<file path="src/rtl/iob_onehot_dec_pkg.sv">
// Shared constants and helpers for the one-hot decoder slice.
package iob_onehot_dec_pkg;

  localparam int DEF_W = 21;

  function automatic bit is_pow2(int n);
    return (n > 0) && ((n & (n - 1)) == 0);
  endfunction

endpackage

</file>
<file path="src/rtl/iob_bin2onehot.sv">
// Combinational index-to-one-hot; err flags indices that have no output bit.
module iob_bin2onehot #(
  parameter int W = 21,
  localparam int IW = $clog2(W)
) (
  input  logic [IW-1:0] enc_i,
  output logic [W-1:0]  onehot_o,
  output logic          err_o
);

  always_comb begin
    onehot_o = '0;
    err_o    = 1'b1;
    for (int i = 0; i < W; i++) begin
      if (enc_i == IW'(i)) begin
        onehot_o[i] = 1'b1;
        err_o       = 1'b0;
      end
    end
  end

endmodule

</file>
<file path="src/rtl/iob_reg.sv">
// Async-reset, clock-enabled register primitive.
module iob_reg #(
  parameter int            DW      = 1,
  parameter logic [DW-1:0] RST_VAL = '0
) (
  input  logic          clk_i,
  input  logic          arst_n_i,
  input  logic          cke_i,
  input  logic          en_i,
  input  logic [DW-1:0] d_i,
  output logic [DW-1:0] q_o
);

  always_ff @(posedge clk_i or negedge arst_n_i) begin
    if (!arst_n_i)          q_o <= RST_VAL;
    else if (cke_i && en_i) q_o <= d_i;
  end

endmodule

</file>
<file path="src/rtl/iob_onehot_dec.sv">
// Index-to-one-hot decoder behind a 2-entry skid buffer; ready_o is registered
// so upstream never sees a combinational path from ready_i.
module iob_onehot_dec
  import iob_onehot_dec_pkg::*;
#(
  parameter int W = DEF_W,
  localparam int IW = $clog2(W)
) (
  input  logic          clk_i,
  input  logic          arst_n_i,
  input  logic          cke_i,
  input  logic [IW-1:0] enc_i,
  input  logic          valid_i,
  output logic          ready_o,
  output logic [W-1:0]  onehot_o,
  output logic          err_o,
  output logic          valid_o,
  input  logic          ready_i
);

  localparam logic [1:0] EMPTY_ENC = 2'd0;
  localparam logic [1:0] ONE_ENC   = 2'd1;
  localparam logic [1:0] FULL_ENC  = 2'd2;

  typedef enum logic [1:0] {EMPTY = EMPTY_ENC, ONE = ONE_ENC, FULL = FULL_ENC} state_t;

  state_t       state;
  logic         in_xfer, out_xfer;
  logic [W-1:0] dec_onehot;
  logic         dec_err;
  logic [W:0]   dec_d, out_d, out_q, skid_q;
  logic         out_en, skid_en;

  assign in_xfer  = valid_i && ready_o && cke_i;
  assign out_xfer = valid_o && ready_i && cke_i;

  // Decode at the input so both buffer entries hold ready-to-present data.
  iob_bin2onehot #(.W(W)) u_dec (
    .enc_i    (enc_i),
    .onehot_o (dec_onehot),
    .err_o    (dec_err)
  );

  assign dec_d = {dec_err, dec_onehot};

  always_comb begin
    out_en  = 1'b0;
    skid_en = 1'b0;
    out_d   = dec_d;
    case (state)
      EMPTY: out_en = in_xfer;
      ONE: begin
        out_en  = in_xfer && out_xfer;
        skid_en = in_xfer && !out_xfer;
      end
      FULL: begin
        out_en = out_xfer;
        out_d  = skid_q;
      end
      default: ;
    endcase
  end

  iob_reg #(.DW(W + 1)) u_out_reg (
    .clk_i    (clk_i),
    .arst_n_i (arst_n_i),
    .cke_i    (cke_i),
    .en_i     (out_en),
    .d_i      (out_d),
    .q_o      (out_q)
  );

  iob_reg #(.DW(W + 1)) u_skid_reg (
    .clk_i    (clk_i),
    .arst_n_i (arst_n_i),
    .cke_i    (cke_i),
    .en_i     (skid_en),
    .d_i      (dec_d),
    .q_o      (skid_q)
  );

  always_ff @(posedge clk_i or negedge arst_n_i) begin
    if (!arst_n_i) begin
      state   <= EMPTY;
      ready_o <= 1'b1;
      valid_o <= 1'b0;
    end else if (cke_i) begin
      case (state)
        EMPTY: if (in_xfer) begin
          state   <= ONE;
          valid_o <= 1'b1;
        end
        ONE: begin
          if (in_xfer && !out_xfer) begin
            state   <= FULL;
            ready_o <= 1'b0;
          end else if (!in_xfer && out_xfer) begin
            state   <= EMPTY;
            valid_o <= 1'b0;
          end
        end
        FULL: if (out_xfer) begin
          state   <= ONE;
          ready_o <= 1'b1;
        end
        default: begin
          state   <= EMPTY;
          ready_o <= 1'b1;
          valid_o <= 1'b0;
        end
      endcase
    end
  end

  assign onehot_o = out_q[W-1:0];
  // Every index is in range for power-of-two widths.
  assign err_o    = is_pow2(W) ? 1'b0 : out_q[W];

endmodule

</file>
<file path="config.mk">
export PLATFORM = sky130hd
export DESIGN_NAME = iob_onehot_dec
export DESIGN_NICKNAME = d
export VERILOG_FILES = /design/src/rtl/iob_onehot_dec_pkg.sv /design/src/rtl/iob_bin2onehot.sv /design/src/rtl/iob_reg.sv /design/src/rtl/iob_onehot_dec.sv
export SDC_FILE = /design/constraint.sdc
export NUM_CORES = 1
export LEC_CHECK = 0
export BUFFER_PORTS_ARGS = -buffer_cell sky130_fd_sc_hd__buf_4
export CAP_MARGIN = 20
export CORE_MARGIN = 2
export CORE_UTILIZATION = 55
export DETAILED_ROUTE_END_ITERATION = 10
export PLACE_DENSITY = 0.89
export REMOVE_ABC_BUFFERS = 1
export SLEW_MARGIN = 20
export SYNTH_ARGS = -nofsm -noshare
export SYNTH_HDL_FRONTEND = slang
export SYNTH_SLANG_ARGS = --single-unit
</file>
<file path="constraint.sdc">
create_clock -name clk_i -period 1.95 [get_ports clk_i]
set_input_delay 0.39 -clock clk_i [delete_from_list [all_inputs] [get_ports clk_i]]
set_output_delay 0.39 -clock clk_i [all_outputs]
set_load 0.03 [all_outputs]
</file>
== After elaboration in Yosys (flattened, before gate mapping) ==
Index checks and enable logic that the tools add are counted.

* Equal/unequal tests: 28
* Muxes and demuxes: 57
* Bitwise operators: 2
* Reductions and logical operators: 16

{| class="wikitable"
|+ Operators by type and width
! operator !! count
|-
| 1-bit two-way mux || 48
|-
| 5-bit by 4-bit == test with 1-bit output (second input constant) || 8
|-
| 5-bit == test (second input constant) || 5
|-
| 22-bit two-way mux || 1
|-
| 5-bit by 3-bit == test with 1-bit output (second input constant) || 4
|-
| 5-bit by 2-bit == test with 1-bit output (second input constant) || 2
|-
| 2-bit != test (second input constant) || 5
|-
| 1-bit logical AND || 9
|-
| 1-bit case mux with 3 select lines || 3
|-
| 2-bit two-way mux || 4
|-
| 4-bit AND reduction || 2
|-
| 2-bit case mux with 3 select lines || 1
|-
| 5-bit by 1-bit == test with 1-bit output (second input constant) || 1
|-
| 5-bit zero test || 1
|-
| 5-bit AND reduction || 1
|-
| 3-bit != test (second input constant) || 1
|-
| 2-bit by 1-bit == test with 1-bit output (second input constant) || 1
|-
| 2-bit == test (second input constant) || 1
|-
| 1-bit zero test || 2
|-
| 2-bit zero test || 1
|-
| 1-bit NOT || 2
|}

* Register bits: 48
* Output and inout bits: 24
* Word-level logic and storage cells: 108

== Depth between registers and ports, before layout ==
Gate-level depths: netlist of the first run.

* Depth after elaboration: 23
* Gate-level depth with buffers: 8
* Depth with buffers taken out: 7

== Modules after synthesis ==
Synthesis of the first run repeated with hierarchy kept, for this count alone.

* Cell total of the unflattened synthesis: 181
* Area total of the unflattened synthesis: 2,533.7 sq um

{| class="wikitable"
|+ Modules (own cells, without submodules)
! module !! times used !! cells each !! area each (sq um) !! sequential area each (sq um)
|-
| iob_reg || 2 || 47 || 902.1 || 550.5
|-
| iob_onehot_dec || 1 || 53 || 565.5 || 101.3
|-
| iob_bin2onehot || 1 || 34 || 163.9 || 0.0
|}

== Worst setup path before layout of the first run ==
OpenSTA, ideal clock, no wires.

* Path type: register to register
* From: register ready_o
* To: register u_out_reg.q_o[0]
* Setup time: 0.123 ns
* Data arrival time: 1.768 ns
* Path slack: 0.060 ns
* Stages on the path, launching flop included: 8
* Path buffers: 1
* Period minus slack after synthesis: 1.890 ns
* Cell sequence: dfstp_2 and3_1 ha_1 nand2_1 a21oi_1 clkbuf_1 nand2_1 o221a_2

* Cells in the longest elaborated chain, start to end: 5

{| class="wikitable"
|+ RTL lines
! item !! line !! text
|-
| start: declaration || iob_onehot_dec.sv:14 || <nowiki>output logic ready_o,</nowiki>
|-
| start signal: assignment || iob_onehot_dec.sv:85 || <nowiki>ready_o <= 1'b1;</nowiki>
|-
| start signal: assignment || iob_onehot_dec.sv:96 || <nowiki>ready_o <= 1'b0;</nowiki>
|-
| start signal: assignment || iob_onehot_dec.sv:104 || <nowiki>ready_o <= 1'b1;</nowiki>
|-
| 1-bit logical AND (*) (2 in a row) || iob_onehot_dec.sv:34 || <nowiki>assign in_xfer = valid_i && ready_o && cke_i;</nowiki>
|-
| 1-bit logical AND || iob_onehot_dec.sv:53 || <nowiki>out_en = in_xfer && out_xfer;</nowiki>
|-
| 1-bit case mux with 3 select lines (*) || iob_onehot_dec.sv:50 || <nowiki>case (state)</nowiki>
|-
| 1-bit logical AND (*) || iob_reg.sv:16 || <nowiki>else if (cke_i && en_i) q_o <= d_i;</nowiki>
|-
| end signal: assignment || iob_reg.sv:16 ||
|-
| end: declaration || iob_reg.sv:11 || <nowiki>output logic [DW-1:0] q_o</nowiki>
|}

Mark *: on every way between the ends. The rest lies on a longest branch, timed or not.
A chain may end at the register's enable or synchronous reset.

== Final worst setup path of the first run ==
* From: register ready_o
* To: register u_out_reg.q_o[16]

Same word-level chain as after synthesis.

==> tab_implementation.tex, run 1 <==
\begin{tabular}{lr}
\hline
Metric & Value \\
\hline
\multicolumn{2}{l}{\textbf{Worst setup path}} \\
Critical Path Fanout Max & 22 \\
Most frequent cell on the critical path & sky130\_fd\_sc\_hd\_\_nand2\_1 \\
Cell with the biggest individual delay on the critical path & sky130\_fd\_sc\_hd\_\_dfstp\_2 \\
Data required time of the worst path & 2140 ps \\
Series of cell instances along the critical path & and3\_1 > ha\_1 > nand2\_1 > a21oi\_2 > buf\_6 > nand2\_1 > o221a\_2 \\
Capturing element type of the critical path & register \\
Highest cell delay on the worst timing path & 570 ps \\
Number of buffers and inverters on the critical path & 1 \\
Data arrival time of the worst path & 2030 ps \\
Cell family contributing the most delay on the critical path & flip-flops \\
Kind of launch point of the worst setup path & register \\
Crit Path Category & register to register \\
\multicolumn{2}{l}{\textbf{Logic synthesis}} \\
Synthesis-stage register bit count & 48 \\
Area share of xor/xnor cells in the synthesized design & 0\% \\
Post-synthesis instance area & 2161 um2 \\
Area share of the largest cell type after synthesis & 54.43\% \\
Async S/R FF share, synth & 100.0\% \\
YS warnings & 0 \\
Main combinational cell family by area after synthesis & compound AO/OA/AOI/OAI gates \\
Distinct cell type count of the synthesized netlist & 29 \\
Ys flop type & sky130\_fd\_sc\_hd\_\_dfrtp\_1 \\
Number of synthesized flops with an enable pin & 0 \\
Compound-Gate Fraction of Synth Area & 19.34\% \\
Post-synthesis mux area share & 0\% \\
Area contributors post-synth & sky130\_fd\_sc\_hd\_\_dfrtp\_1, sky130\_fd\_sc\_hd\_\_o221a\_2, sky130\_fd\_sc\_hd\_\_nand2\_1, sky130\_fd\_sc\_hd\_\_o21ai\_0, sky130\_fd\_sc\_hd\_\_buf\_6 \\
Sequential area share after synthesis & 55.65\% \\
Adder and majority cell fraction of the synthesized area & 1.737\% \\
Cell type with the highest aggregate area in the netlist & sky130\_fd\_sc\_hd\_\_dfrtp\_1 \\
Number of standard cells after synthesis & 211 \\
Mean instance size in the synthesized netlist & 10.24 um2 \\
Simple logic cell fraction of the synthesized area & 18.53\% \\
\multicolumn{2}{l}{\textbf{Clocking}} \\
Clock transition time at the flip-flop clock pins of the worst setup and hold paths & 80 ps \\
Total number of H-tree levels & 2 \\
Post-cts sizing count & 0 \\
Buffers inserted during post-CTS setup optimization & 0 \\
Clock sink total & 48 \\
CTS max path bufs & 2 \\
Number of CTS-inserted buffers & 5 \\
Number of buffers added to fix hold violations after cts & 0 \\
Clock root buffer & sky130\_fd\_sc\_hd\_\_clkbuf\_8 \\
Clock latency at the later pin of the worst-skew pair & 300 ps \\
Clock tree from TritonCTS & done \\
\multicolumn{2}{l}{\textbf{Finish}} \\
Diodes inserted & 0 \\
Final \#Nets & 255 \\
Share of post-route cells with drive strength above 1 & 28.40\% \\
Synth-to-layout area growth & 17.49\% \\
\multicolumn{2}{l}{\textbf{Drt}} \\
Mean number of vias per cell & 5.883 \\
Vias after detailed routing & 1712 \\
Number of violations reported at the end of detailed-routing iteration 0 & 237 \\
WL/cell & 16.04 um \\
DRC violation count after routing & 0 \\
Total wire length after detailed routing & 4667 um \\
Residual antenna-violating net count after detailed routing & 0 \\
Detailed Routing Iterations Pass 1 & 4 \\
\multicolumn{2}{l}{\textbf{STA}} \\
Max Clock Freq & 0.5438 GHz \\
Final setup viols & 0 \\
Final slew viol count & 0 \\
Worst Clk Skew & 3.986 ps \\
Hold Slack & 77.07 ps \\
Final hold violation count & 0 \\
Crit share post-route & 94.31\% \\
Rel. slew slack & 59.06\% \\
Slew at the pin with the worst max-slew slack & 612.8 ps \\
RSZ-0062 raised after global routing & false \\
Tmin final & 1839 ps \\
\multicolumn{2}{l}{\textbf{Power}} \\
Internal portion of total power & 1.303 mW \\
Total power of the final layout & 1.663 mW \\
Sequential Power Share & 59.8\% \\
Pwr Density & 655.1 nW/um2 \\
Switching power summed over all nets & 0.3597 mW \\
Clock power share & 36.2\% \\
Leakage power summed over all cells & 1.150 nW \\
Fraction of power consumed by combinational cells & 4.0\% \\
Fraction of power spent switching nets & 21.63\% \\
Maximum vdd drop & 0.4642 mV \\
\multicolumn{2}{l}{\textbf{Place}} \\
Hpwl dp & 3122 um \\
Final GP Congestion & 0.8759 \\
IO Port Bufs & 33 \\
\multicolumn{2}{l}{\textbf{Floorplanning}} \\
Chip Width & 66.68 um \\
Effective utilization at floorplan & 58.15\% \\
DIE AREA & 4446 um2 \\
\# IOs & 34 \\
Placement row count & 22 \\
Core area & 3716 um2 \\
Die Ht & 66.68 um \\
\multicolumn{2}{l}{\textbf{Global routing}} \\
Vias in the first global route & 1633 \\
Total congestion overflow after global routing & 0 \\
Largest net degree at the start of global routing & 49 \\
Antenna violations before repair & 0 \\
Wire length of the first global-routing pass & 7617 um \\
Global routing usage summed across all routing layers & 22.93\% \\
\multicolumn{2}{l}{\textbf{Min path}} \\
Class of the tightest hold or removal check & primary input to async pin \\
\multicolumn{2}{l}{\textbf{Run}} \\
Total of max-cap violations & 0 \\
\multicolumn{2}{l}{\textbf{Outcome}} \\
Outcome & finished, final reports clean \\
\hline
\end{tabular}
## path summary, 6_finish.rpt
check / from / to / slack [ps] / cells past startpoint
setup / recovery: ready_o / u_out_reg.q_o[16] / 110 / 7
hold / removal: arst_n_i / u_out_reg.q_o[14] / 80 / 1
setup reg to reg: ready_o / u_out_reg.q_o[16] / 110 / 7
hold reg to reg: u_skid_reg.q_o[18] / u_skid_reg.q_o[18] / 490 / 2
max in group asynchronous: arst_n_i / u_skid_reg.q_o[16] / 1470 / 1
min in group clk_i: cke_i / state[0] / 380 / 2
## placed cells by master (no fill, tap or decap)
cell,netlist,layout
sky130_fd_sc_hd__nand2b_4,1,2
sky130_fd_sc_hd__dfstp_2,1,1
sky130_fd_sc_hd__o221ai_1,1,1
sky130_fd_sc_hd__o31ai_1,1,1
sky130_fd_sc_hd__nand3_1,7,7
sky130_fd_sc_hd__a21oi_2,0,1
sky130_fd_sc_hd__nand4b_1,2,2
sky130_fd_sc_hd__nor2_1,2,2
sky130_fd_sc_hd__buf_12,0,1
sky130_fd_sc_hd__nand2_1,62,62
sky130_fd_sc_hd__clkbuf_8,0,6
sky130_fd_sc_hd__buf_4,0,35
sky130_fd_sc_hd__o21a_1,1,1
sky130_fd_sc_hd__nor3b_1,3,3
sky130_fd_sc_hd__nand2b_1,2,2
sky130_fd_sc_hd__clkbuf_1,9,2
sky130_fd_sc_hd__o21ai_0,24,24
sky130_fd_sc_hd__dfrtp_1,47,47
sky130_fd_sc_hd__o221a_2,21,21
sky130_fd_sc_hd__buf_6,4,1
sky130_fd_sc_hd__and3b_1,1,1
sky130_fd_sc_hd__nor3_1,1,1
sky130_fd_sc_hd__o221a_1,1,1
sky130_fd_sc_hd__nor2b_1,2,2
sky130_fd_sc_hd__a31oi_1,1,1
sky130_fd_sc_hd__a21oi_1,4,3
sky130_fd_sc_hd__and3_1,1,1
sky130_fd_sc_hd__inv_1,5,5
sky130_fd_sc_hd__ha_1,3,3
sky130_fd_sc_hd__nand3_2,1,1
sky130_fd_sc_hd__nand3b_1,1,1
sky130_fd_sc_hd__or3b_1,1,1
## metrics by stage
| stage | TNS (ps) | setup WS [ps] | instance area, um2 | std cells | util (%) |
|---|---|---|---|---|---|
| finish | 0 | 111.0 | 2539 | 291 | 68.32 |
| floorplan | -22110 | -605.7 | 2077 | 197 | - |
| global route | 0 | 8.033 | 2539 | 291 | 68.32 |
| global placement | 0 | 247.6 | 2427 | 282 | 65.32 |
| CTS | 0 | 103.5 | 2517 | 290 | 67.74 |
| detailed placement | 0 | 122.4 | 2427 | 282 | 65.32 |
## layout make-up
cell class	count	area, um2
well taps	48	60.06
repair buffers	37	294.0
fillers	299	1177
inverters	5	18.77
flip-flops and latches	48	1202
clock buffers	8	90.09
multi-input cells	145	873.3
## power by group through the flow
stage / combinational, mW / clock, mW / sequential [mW]
CTS: 0.0676 / 0.614 / 0.994
global placement: 0.0665 / 0 / 1.01
finish: 0.0669 / 0.602 / 0.994
global route: 0.0756 / 0.652 / 0.995
floorplan: 0.0181 / 0 / 1.01
detailed placement: 0.0676 / 0 / 1.01
## worst register-to-register path, delay by kind of cell, from the launching register on
family / cells / cell delay (ps)
buffers and inverters: 1 / 240
flip-flops: 1 / 570
AO/OA/AOI/OAI: 2 / 360
adder cells (fa/ha/maj): 1 / 170
AND/OR/NAND/NOR: 3 / 370
## per-layer routing
metal	routed length, um	share of wire, %	GRT usage, %
met1	2043	44	29.58
met2	2330	50	38.00
met3	219	4.7	3.885
met4	73	1.6	9.949
met5	0	0	0
## registers in the layout, indices dropped and copies added (netlist names)
register / cells
valid_o: 1
state: 2
u_skid_reg.q_o: 22
ready_o: 1
u_out_reg.q_o: 22
## cell families (layout without fill, tap and decap cells)
family	Yosys count	in the layout
buf+inv	19	50
fa+ha+maj	3	3
simple gates	87	88
compound gates	54	54
flops	48	48
## synth_stat cells (all sizes together) (2+ instances only)
master	n
clkbuf	9
nor2b	2
nand4b	2
nand2	62
o21ai	24
ha	3
a21oi	4
nor2	2
inv	5
nand2b	3
nor3b	3
o221a	22
buf	5
dfrtp	47
nand3	8
Power figures use the tool's default switching activity.
==> inputs of run 2 (changes only) <==
Settings changed: CORE_UTILIZATION 55 to 50, HOLD_SLACK_MARGIN set to 0.03, PLACE_DENSITY 0.89 to 0.86.
Clock period 1.95 ns to 1.55 ns, I/O delays scaled along.
==> tab_implementation.tex, run 2 (synthesized netlist as in run 1, its figures left out) <==
\begin{tabular}{lr}
\hline
Metric & Value \\
\hline
\multicolumn{2}{l}{\textbf{Finish}} \\
Fill cells & 270 \\
Biggest regs & u\_out\_reg.q\_o: 22 flops, u\_skid\_reg.q\_o: 22 flops, state: 2 flops \\
Commonest non-fill, non-tap cell in the layout & sky130\_fd\_sc\_hd\_\_buf\_4 \\
Share of post-route cells with drive strength above 1 & 43.54\% \\
Final \#Nets & 283 \\
Diodes inserted & 0 \\
Non-filler cells in the finished layout & 321 \\
Synth-to-layout area growth & 44.24\% \\
Most frequent cells in the layout & sky130\_fd\_sc\_hd\_\_buf\_4, sky130\_fd\_sc\_hd\_\_nand2\_1, sky130\_fd\_sc\_hd\_\_dfrtp\_1 \\
\multicolumn{2}{l}{\textbf{Clocking}} \\
Clock tree from TritonCTS & done \\
Total number of H-tree levels & 2 \\
Number of CTS-inserted buffers & 5 \\
Clock root buffer & sky130\_fd\_sc\_hd\_\_clkbuf\_8 \\
Clock transition time at the flip-flop clock pins of the worst setup and hold paths & 90 ps \\
Clock sink total & 48 \\
Clock latency at the later pin of the worst-skew pair & 300 ps \\
CTS max path bufs & 2 \\
\multicolumn{2}{l}{\textbf{Worst setup path}} \\
Crit Path Category & register to register \\
Critical Path Fanout Max & 6 \\
Data required time of the worst path & 1780 ps \\
Capturing element type of the critical path & register \\
Data arrival time of the worst path & 2000 ps \\
Kind of launch point of the worst setup path & register \\
\multicolumn{2}{l}{\textbf{STA}} \\
Crit share post-route & 114.0\% \\
Worst Clk Skew & 6.160 ps \\
Tmin final & 1767 ps \\
Rel. slew slack & 60.25\% \\
Max Clock Freq & 0.5659 GHz \\
Final hold violation count & 0 \\
Final setup slack of the worst path & -217.1 ps \\
Final setup viols & 44 \\
RSZ-0062 raised after global routing & true \\
Slew at the pin with the worst max-slew slack & 596.3 ps \\
Final slew viol count & 0 \\
\multicolumn{2}{l}{\textbf{Global routing}} \\
Total congestion overflow after global routing & 0 \\
Global routing usage summed across all routing layers & 26.04\% \\
Vias in the first global route & 1898 \\
Antenna violations before repair & 0 \\
Wire length of the first global-routing pass & 9729 um \\
Largest net degree at the start of global routing & 49 \\
\multicolumn{2}{l}{\textbf{Drt}} \\
Number of violations reported at the end of detailed-routing iteration 0 & 193 \\
DRC violation count after routing & 0 \\
Detailed Routing Iterations Pass 1 & 4 \\
WL/cell & 19.87 um \\
Residual antenna-violating net count after detailed routing & 0 \\
Mean number of vias per cell & 5.826 \\
Total wire length after detailed routing & 6378 um \\
Vias after detailed routing & 1870 \\
\multicolumn{2}{l}{\textbf{Place}} \\
Post-Place Cells & 297 \\
IO Port Bufs & 33 \\
Pre-CTS setup slack & -191.5 ps \\
Hpwl dp & 3225 um \\
Final GP Congestion & 0.7682 \\
\multicolumn{2}{l}{\textbf{Floorplanning}} \\
Placement row count & 23 \\
\# IOs & 34 \\
Core area & 4086 um2 \\
Die Ht & 69.74 um \\
Chip Width & 69.74 um \\
DIE AREA & 4864 um2 \\
Effective utilization at floorplan & 52.88\% \\
\multicolumn{2}{l}{\textbf{Outcome}} \\
Outcome & finished with violations \\
Violated checks & setup timing \\
\multicolumn{2}{l}{\textbf{Run}} \\
Total of max-cap violations & 0 \\
\multicolumn{2}{l}{\textbf{Min path}} \\
Class of the tightest hold or removal check & primary input to register \\
\multicolumn{2}{l}{\textbf{Power}} \\
Pwr Density & 831.9 nW/um2 \\
Maximum vdd drop & 0.6044 mV \\
Leakage power summed over all cells & 1.385 nW \\
\hline
\end{tabular}
-- run 2: path summary, 6_finish.rpt --
kind                                   start                  to  slack [ps]  cells past startpoint
setup reg to reg                     ready_o   u_out_reg.q_o[19]        -220                      7
hold / removal                      enc_i[2]  u_skid_reg.q_o[20]         330                      3
hold reg to reg            u_skid_reg.q_o[7]   u_skid_reg.q_o[7]         490                      2
min in group asynchronous           arst_n_i   u_out_reg.q_o[13]         560                      2
max in group asynchronous           arst_n_i    u_out_reg.q_o[0]         590                      2
setup / recovery                     ready_o   u_out_reg.q_o[19]        -220                      7
-- run 2: power by group --
part	switching (mW)	internal, mW	leakage (nW)
clock	0.433	0.806	0.0784
combinational	0.0681	0.0346	0.645
sequential	0.000000000000000601	1.25	0.662
-- run 2: critical path, cell delays in order, from the launching register on --
cell and delay (ps):
sky130_fd_sc_hd__dfstp_2 540, sky130_fd_sc_hd__and3_4 210, sky130_fd_sc_hd__ha_4 140, sky130_fd_sc_hd__nand2_4 50, sky130_fd_sc_hd__a21oi_4 240, sky130_fd_sc_hd__buf_6 150, sky130_fd_sc_hd__nand2b_4 170, sky130_fd_sc_hd__o221a_1 210
-- run 2: area by class of cell --
cell class / instances / area, um2 / area share (%)
clock buffers: 5 / 68.82 / 2.208
clock inverters: 3 / 90.09 / 2.890
inverters: 5 / 18.77 / 0.6022
multi-input cells: 147 / 1085 / 34.81
flip-flops and latches: 48 / 1202 / 38.58
well taps: 50 / 62.56 / 2.007
repair buffers: 63 / 589.3 / 18.91
-- run 2: per-layer routing --
metal / vias to the layer above / wire length [um] / GRT usage (%)
met4: 0 / 128 / 9.829
met1: 910 / 2608 / 34.12
li1: 868 / - / -
met3: 18 / 430 / 5.959
met2: 74 / 3209 / 42.31
met5: - / 0 / 0
-- run 2: repair_timing --
action	CTS	global route
setup buffers	6	1
pin swaps	0	12
setup endpoints to repair	44	44
hold endpoints to repair	15	0
gates cloned	6	3
resized for setup	36	39
hold buffers	1	0
-- run 2: through the flow --
stage | cell area, um2 | setup TNS, ps | hold slack [ps] | utilization, % | total power, mW
finish | 3117 | -6897 | 328.3 | 76.27 | 2.593
global route | 3117 | -9390 | 363.4 | 76.27 | 2.668
CTS | 2934 | -5009 | 341.9 | 71.80 | 2.595
detailed placement | 2515 | -4893 | 359.7 | 61.54 | 1.372
global placement | 2515 | -2833 | 355.8 | 61.54 | 1.370
floorplan | 2077 | -39720 | 14.41 | - | 1.299
